===== src/rtl/cactus_scroller_if.sv =====
// Signal bundle between the VGA timing/game control side and the cactus scroller.
// The master drives counters and controls; the slave returns the cactus state.
interface cactus_scroller_if;
    logic [9:0]  hcount;
    logic [9:0]  vcount;
    logic        run;
    logic        restart;
    logic [9:0]  cactus_x;
    logic        cactus_active;
    logic [3:0]  speed;
    logic [15:0] passed_count;
    logic        frame_tick;

    modport master (
        output hcount, vcount, run, restart,
        input  cactus_x, cactus_active, speed, passed_count, frame_tick
    );

    modport slave (
        input  hcount, vcount, run, restart,
        output cactus_x, cactus_active, speed, passed_count, frame_tick
    );
endinterface


===== src/rtl/cactus_scroller.sv =====
// Cactus obstacle position generator: scrolls, despawns, waits a random gap,
// respawns, and speeds up as cacti are passed. Updates once per frame tick.
module cactus_scroller #(
    parameter int SCALED_WIDTH = 96,
    parameter int SPAWN_X      = 640,
    parameter int TICK_LINE    = 480,
    parameter int INIT_SPEED   = 2,
    parameter int MAX_SPEED    = 12,
    parameter int SPEED_STEP   = 4,
    parameter int MIN_GAP      = 30,
    parameter logic [7:0] LFSR_SEED = 8'hA5
) (
    input  logic pix_clk,
    input  logic rst_n,
    cactus_scroller_if.slave bus
);

    localparam logic [9:0] SPAWN = 10'(SPAWN_X);
    localparam logic [9:0] TLINE = 10'(TICK_LINE);
    localparam logic [3:0] SPD0  = 4'(INIT_SPEED);
    localparam logic [3:0] SPDMX = 4'(MAX_SPEED);
    localparam logic [6:0] GAP0  = 7'(MIN_GAP);
    localparam logic [15:0] STEP = 16'(SPEED_STEP);

    typedef enum logic [1:0] {
        IDLE   = 2'd0,
        SCROLL = 2'd1,
        GAP    = 2'd2
    } state_e;

    state_e      state_q, state_d;
    logic [9:0]  x_q, x_d;
    logic        active_q, active_d;
    logic [3:0]  speed_q, speed_d;
    logic [15:0] passed_q, passed_d;
    logic        tick_q, tick_d;
    logic [6:0]  gap_q, gap_d;
    logic [7:0]  lfsr_q, lfsr_d;
    logic [15:0] passed_inc;
    logic [9:0]  speed_ext;

    always_comb begin
        tick_d     = (bus.hcount == 10'd0) && (bus.vcount == TLINE);
        lfsr_d     = lfsr_q;
        state_d    = state_q;
        x_d        = x_q;
        active_d   = active_q;
        speed_d    = speed_q;
        passed_d   = passed_q;
        gap_d      = gap_q;
        passed_inc = passed_q + 16'd1;
        speed_ext  = {6'd0, speed_q};

        // The LFSR free-runs on every frame, even when paused or restarting.
        if (tick_q)
            lfsr_d = {lfsr_q[6:0],
                      lfsr_q[7] ^ lfsr_q[5] ^ lfsr_q[4] ^ lfsr_q[3]};

        if (bus.restart) begin
            state_d  = IDLE;
            x_d      = SPAWN;
            active_d = 1'b0;
            speed_d  = SPD0;
            passed_d = 16'd0;
            gap_d    = 7'd0;
        end else if (tick_q && bus.run) begin
            unique case (state_q)
                IDLE: begin
                    state_d  = SCROLL;
                    x_d      = SPAWN;
                    active_d = 1'b1;
                end
                SCROLL: begin
                    if (x_q > speed_ext) begin
                        x_d = x_q - speed_ext;
                    end else begin
                        state_d  = GAP;
                        active_d = 1'b0;
                        passed_d = passed_inc;
                        gap_d    = GAP0 + {1'b0, lfsr_q[5:0]};
                        if ((passed_inc % STEP) == 16'd0)
                            speed_d = (speed_q >= SPDMX) ? SPDMX
                                                         : speed_q + 4'd1;
                    end
                end
                GAP: begin
                    if (gap_q == 7'd0) begin
                        state_d  = SCROLL;
                        x_d      = SPAWN;
                        active_d = 1'b1;
                    end else begin
                        gap_d = gap_q - 7'd1;
                    end
                end
                default: begin
                    state_d  = IDLE;
                    x_d      = SPAWN;
                    active_d = 1'b0;
                end
            endcase
        end
    end

    always_ff @(posedge pix_clk or negedge rst_n) begin
        if (!rst_n) begin
            state_q  <= IDLE;
            x_q      <= SPAWN;
            active_q <= 1'b0;
            speed_q  <= SPD0;
            passed_q <= 16'd0;
            tick_q   <= 1'b0;
            gap_q    <= 7'd0;
            lfsr_q   <= LFSR_SEED;
        end else begin
            state_q  <= state_d;
            x_q      <= x_d;
            active_q <= active_d;
            speed_q  <= speed_d;
            passed_q <= passed_d;
            tick_q   <= tick_d;
            gap_q    <= gap_d;
            lfsr_q   <= lfsr_d;
        end
    end

    assign bus.cactus_x      = x_q;
    assign bus.cactus_active = active_q;
    assign bus.speed         = speed_q;
    assign bus.passed_count  = passed_q;
    assign bus.frame_tick    = tick_q;

endmodule


===== src/flat_wrapper.sv =====
// flat-port wrapper written by rule: the top's interface ports become plain ports
module cactus_scroller_flat 
#(
    parameter int SCALED_WIDTH = 96,
    parameter int SPAWN_X      = 640,
    parameter int TICK_LINE    = 480,
    parameter int INIT_SPEED   = 2,
    parameter int MAX_SPEED    = 12,
    parameter int SPEED_STEP   = 4,
    parameter int MIN_GAP      = 30,
    parameter logic [7:0] LFSR_SEED = 8'hA5
)
  (pix_clk, rst_n, bus_hcount, bus_vcount, bus_run, bus_restart, bus_cactus_x, bus_cactus_active, bus_speed, bus_passed_count, bus_frame_tick);
  cactus_scroller_if bus_i ();
  input  logic pix_clk;
  input  logic rst_n;
  input wire logic [$bits(bus_i.hcount)-1:0] bus_hcount;
  input wire logic [$bits(bus_i.vcount)-1:0] bus_vcount;
  input wire logic [$bits(bus_i.run)-1:0] bus_run;
  input wire logic [$bits(bus_i.restart)-1:0] bus_restart;
  output wire logic [$bits(bus_i.cactus_x)-1:0] bus_cactus_x;
  output wire logic [$bits(bus_i.cactus_active)-1:0] bus_cactus_active;
  output wire logic [$bits(bus_i.speed)-1:0] bus_speed;
  output wire logic [$bits(bus_i.passed_count)-1:0] bus_passed_count;
  output wire logic [$bits(bus_i.frame_tick)-1:0] bus_frame_tick;
  assign bus_i.hcount = bus_hcount;
  assign bus_i.vcount = bus_vcount;
  assign bus_i.run = bus_run;
  assign bus_i.restart = bus_restart;
  assign bus_cactus_x = bus_i.cactus_x;
  assign bus_cactus_active = bus_i.cactus_active;
  assign bus_speed = bus_i.speed;
  assign bus_passed_count = bus_i.passed_count;
  assign bus_frame_tick = bus_i.frame_tick;
  cactus_scroller #(.SCALED_WIDTH(SCALED_WIDTH), .SPAWN_X(SPAWN_X), .TICK_LINE(TICK_LINE), .INIT_SPEED(INIT_SPEED), .MAX_SPEED(MAX_SPEED), .SPEED_STEP(SPEED_STEP), .MIN_GAP(MIN_GAP), .LFSR_SEED(LFSR_SEED)) u_core (.pix_clk(pix_clk), .rst_n(rst_n), .bus(bus_i));
endmodule

===== config.mk =====
export PLATFORM = sky130hd
export DESIGN_NAME = cactus_scroller_flat
export DESIGN_NICKNAME = d
export VERILOG_FILES = /design/src/rtl/cactus_scroller_if.sv /design/src/rtl/cactus_scroller.sv /design/src/flat_wrapper.sv
export SDC_FILE = /design/constraint.sdc
export NUM_CORES = 1
export LEC_CHECK = 0
export ABC_AREA = 1
export CORE_MARGIN = 4
export CORE_UTILIZATION = 40
export CTS_BUF_LIST = sky130_fd_sc_hd__clkbuf_4 sky130_fd_sc_hd__clkbuf_8 sky130_fd_sc_hd__clkbuf_16
export DETAILED_ROUTE_END_ITERATION = 16
export PLACE_DENSITY = 0.7
export SYNTH_ARGS = -nofsm -noshare
export SYNTH_HDL_FRONTEND = slang
export SYNTH_SLANG_ARGS = --single-unit

===== constraint.sdc =====
create_clock -name pix_clk -period 2.5 [get_ports pix_clk]
set_clock_uncertainty 0.15 [all_clocks]
set_input_delay 0.375 -clock pix_clk [delete_from_list [all_inputs] [get_ports pix_clk]]
set_output_delay 0.375 -clock pix_clk [all_outputs]
set_load 0.005 [all_outputs]

==> flow_summary.yaml <==
clocking:
  cts_htree_levels: 2
  postCtsSetupBuffers: 0
  clock_path_buffers: 2
  cts.reportedPaths.clkPinSlew_ns: 0.09
  cts_tree: "built"
  ctsResizeCount: 0
  cts_buffers: 5
  clock_latency_ns: 0.30
  cts-root-buf: "clkbuf_8"
  clock-sinks: 48
route:
  totalWireLength_um: 7223
  wl_per_cell_um: 12.45
  drtIter0Drc: 150
  drcViolationCount: 0
  via_per_inst: 5.066
  num_vias: 2938
  ant_nets: 0
  drtPass1Iterations: 4
grt:
  grt_max_degree: 49
  grt_overflow: 0
  grt_util_all_layers_pct: 16.37
  grt_pass1_vias: 2728
  grt_pass1_wl_um: 12360
  grt_antenna_before_repair: 0
worst_setup_path:
  slowest_stage: "dfrtp_1"
  cp-startpoint: "u_core.bus.speed[0]$_DFFE_PN0P_"
  cp-end-kind: "flip-flop"
  worst_path_largest_cell_delay_ns: 0.46
  crit_path_max_fanout: 12
  required_ns: 2.59
  r2r_start: "u_core.bus.speed[0]$_DFFE_PN0P_"
  path_class: "flip-flop to flip-flop"
  critPathLaunchType: "flip-flop"
  path_cells: "ha_1 > fa_1 > inv_1 > nand2_1 > nand2_1 > nand3_2 > nand3_2 > nand2_2 > inv_1 > nand3_1 > nand2_1"
  path_common_cell: "nand2_1"
  cp.arrival_ns: 2.36
placement:
  dp.cells: 571
  dp_slack_ns: 0.2268
  gp_congestion: 0.8517
  port_buffers: 55
  hpwl_um: 5531
floorplanning:
  io_pins: 56
  start_util_pct: 42.21
  core_area_um2: 7408
  dieArea_um2: 9296
  dieHeight_um: 96.42
  rows: 31
  die_width_um: 96.42
sta:
  rsz0062_at_grt: "no"
  final_max_slew_viol_count: 0
  worst_slack_ns: 0.2320
  fmax_mhz: 440.9
  hold_viol: 0
  finalCritPeriodShare_pct: 90.72
  fin_crit_ns: 2.268
  whs_ns: 0.3299
  timing.setup.tns_ns: 0
  max_slew_margin_pct: 73.10
  worstMarginPinSlew_ns: 0.4023
  final-setup-viol-count: 0
synthesis:
  ys_async_sr_fraction_pct: 100.0
  netlist.area_leader.share_pct: 32.81
  synth_cells: 423
  ys_ff_latch: 48
  synth_seq_area_share_pct: 38.70
  synth-main-ff-cell: "dfrtp_1"
  synth_common_cells: "121 x nand2_1, 47 x inv_1, 41 x dfrtp_1"
  netlist_area_um2: 3127
  yosysUniqueCellTypes: 41
  synth_edf_count: 0
  synth_top_cell_by_area: "dfrtp_1"
  synth.most_common_cell: "nand2_1"
  avgSynthCellArea_um2: 7.392
  synth_nets: 457
  ys_warn_count: 0
  synth_area_leaders: "dfrtp_1 33%, nand2_1 15%, nand3_1 6.4%, dfstp_2 5.9%, inv_1 5.6%"
cells_and_area:
  final_cells: 580
  drive_gt1_share_pct: 9.979
  final_nets: 514
  seq_area_um2: 1210
  final_util_pct: 52.46
  multiInputGateArea_um2: 1659
  syn2layout_area_growth_pct: 24.29
  n_fill_cell: 701
  num_antenna_cells: 0
min_path:
  min_from: "u_core.lfsr_q[7]$_DFFE_PN1P_"
  hp-class: "flip-flop to flip-flop"
pwr:
  p_leak_nw: 1.744
  ir_worst_vdd_mv: 0.2498
  power.density_nw_per_um2: 475.6
job:
  cap_viol_max_count: 0
status:
  outcome: "finished, final reports clean"
## cell type report
class,count,area share [%]
well taps,99,3.187
inverters,51,4.926
clock inverters,2,0.9015
flip-flops and latches,48,31.13
multi-input cells,315,42.69
clock buffers,6,1.964
repair buffers,59,15.20
## cells by family after synthesis
kind of cell    synth area share [%]
flops                          38.70
fa+ha+maj                      4.242
xor+xnor                       2.241
simple gates                   36.77
buf+inv                        8.243
compound gates                 9.804
## worst max-delay path, delay by kind of cell (launching register included)
kind	cells	cell delay, ns
buf+inv	2	0.21
flops	1	0.46
simple gates	7	0.76
fa+ha+maj	2	0.62
## worst paths after layout
path | to | slack [ns] | cells past startpoint
hold reg to reg | u_core.lfsr_q[7]$_DFFE_PN1P_ | 0.33 | 2
setup / recovery | u_core.bus.cactus_x[5]$_DFFE_PN0P_ | 0.23 | 11
min in group asynchronous | u_core.bus.cactus_x[8]$_DFFE_PN0P_ | 0.42 | 3
max in group asynchronous | u_core.lfsr_q[2]$_DFFE_PN1P_ | 1.47 | 3
setup reg to reg | u_core.bus.cactus_x[5]$_DFFE_PN0P_ | 0.23 | 11
hold / removal | u_core.lfsr_q[7]$_DFFE_PN1P_ | 0.33 | 2
## metal layers
metal | routed length (um) | track usage [%] | up-vias
met5 | 0 | 0 | -
met4 | 25 | 2.103 | 0
met3 | 424 | 3.950 | 4
met2 | 3407 | 28.18 | 73
met1 | 3366 | 21.47 | 1365
li1 | - | - | 1496
## timing repair
item | CTS | global route
endpoints found under the setup margin | 0 | 0
hold buffers | 1 | 0
endpoints found under the hold margin | 41 | 0
## power by group
part           leakage [nW]  switching (mW)  internal [mW]  total, mW
clock                0.0586           0.269          0.308      0.577
combinational          1.05           0.234          0.174      0.408
sequential            0.634          0.0449          0.818      0.863
## through the flow
step | cell area [um2] | power [mW]
3_5_place_dp | 3765 | 1.286
3_3_place_gp | 3765 | 1.274
5_1_grt | 3886 | 1.954
4_1_cts | 3886 | 1.866
2_1_floorplan | 3127 | 1.138
6_report | 3886 | 1.848
## registers in the layout (all words and copies together) (netlist names)
register                 flops
u_core.bus.passed_count     16
u_core.state_q               2
u_core.gap_q                 7
u_core.bus.cactus_x         10
u_core.bus.frame_tick        1
u_core.bus.speed             4
u_core.lfsr_q                8
## cells in the final DEF (no fill, tap or decap), types with 2 or more instances in the layout
cell type / Yosys / final
nor4_1: 4 / 4
xnor2_1: 4 / 4
o21bai_1: 2 / 2
nor3_2: 3 / 3
o21ai_2: 2 / 2
inv_1: 47 / 47
inv_2: 4 / 4
a21oi_1: 8 / 8
nor2_1: 29 / 29
clkbuf_8: 0 / 5
nand2_4: 3 / 3
o21ai_1: 13 / 13
nand3_1: 40 / 40
nor2_2: 3 / 3
or2_2: 2 / 2
dfrtp_1: 41 / 41
ha_1: 9 / 9
nor3_1: 7 / 7
o211ai_1: 3 / 3
xor2_1: 4 / 4
clkdlybuf4s50_1: 0 / 54
buf_4: 0 / 2
nand2_1: 121 / 121
o21ai_0: 22 / 22
dfstp_2: 7 / 7
o31ai_1: 2 / 2
nor2_4: 2 / 2
nand4_1: 14 / 14
nand2_2: 5 / 5
nand3_2: 3 / 3
No activity file was read; power rests on OpenSTA's default activity.
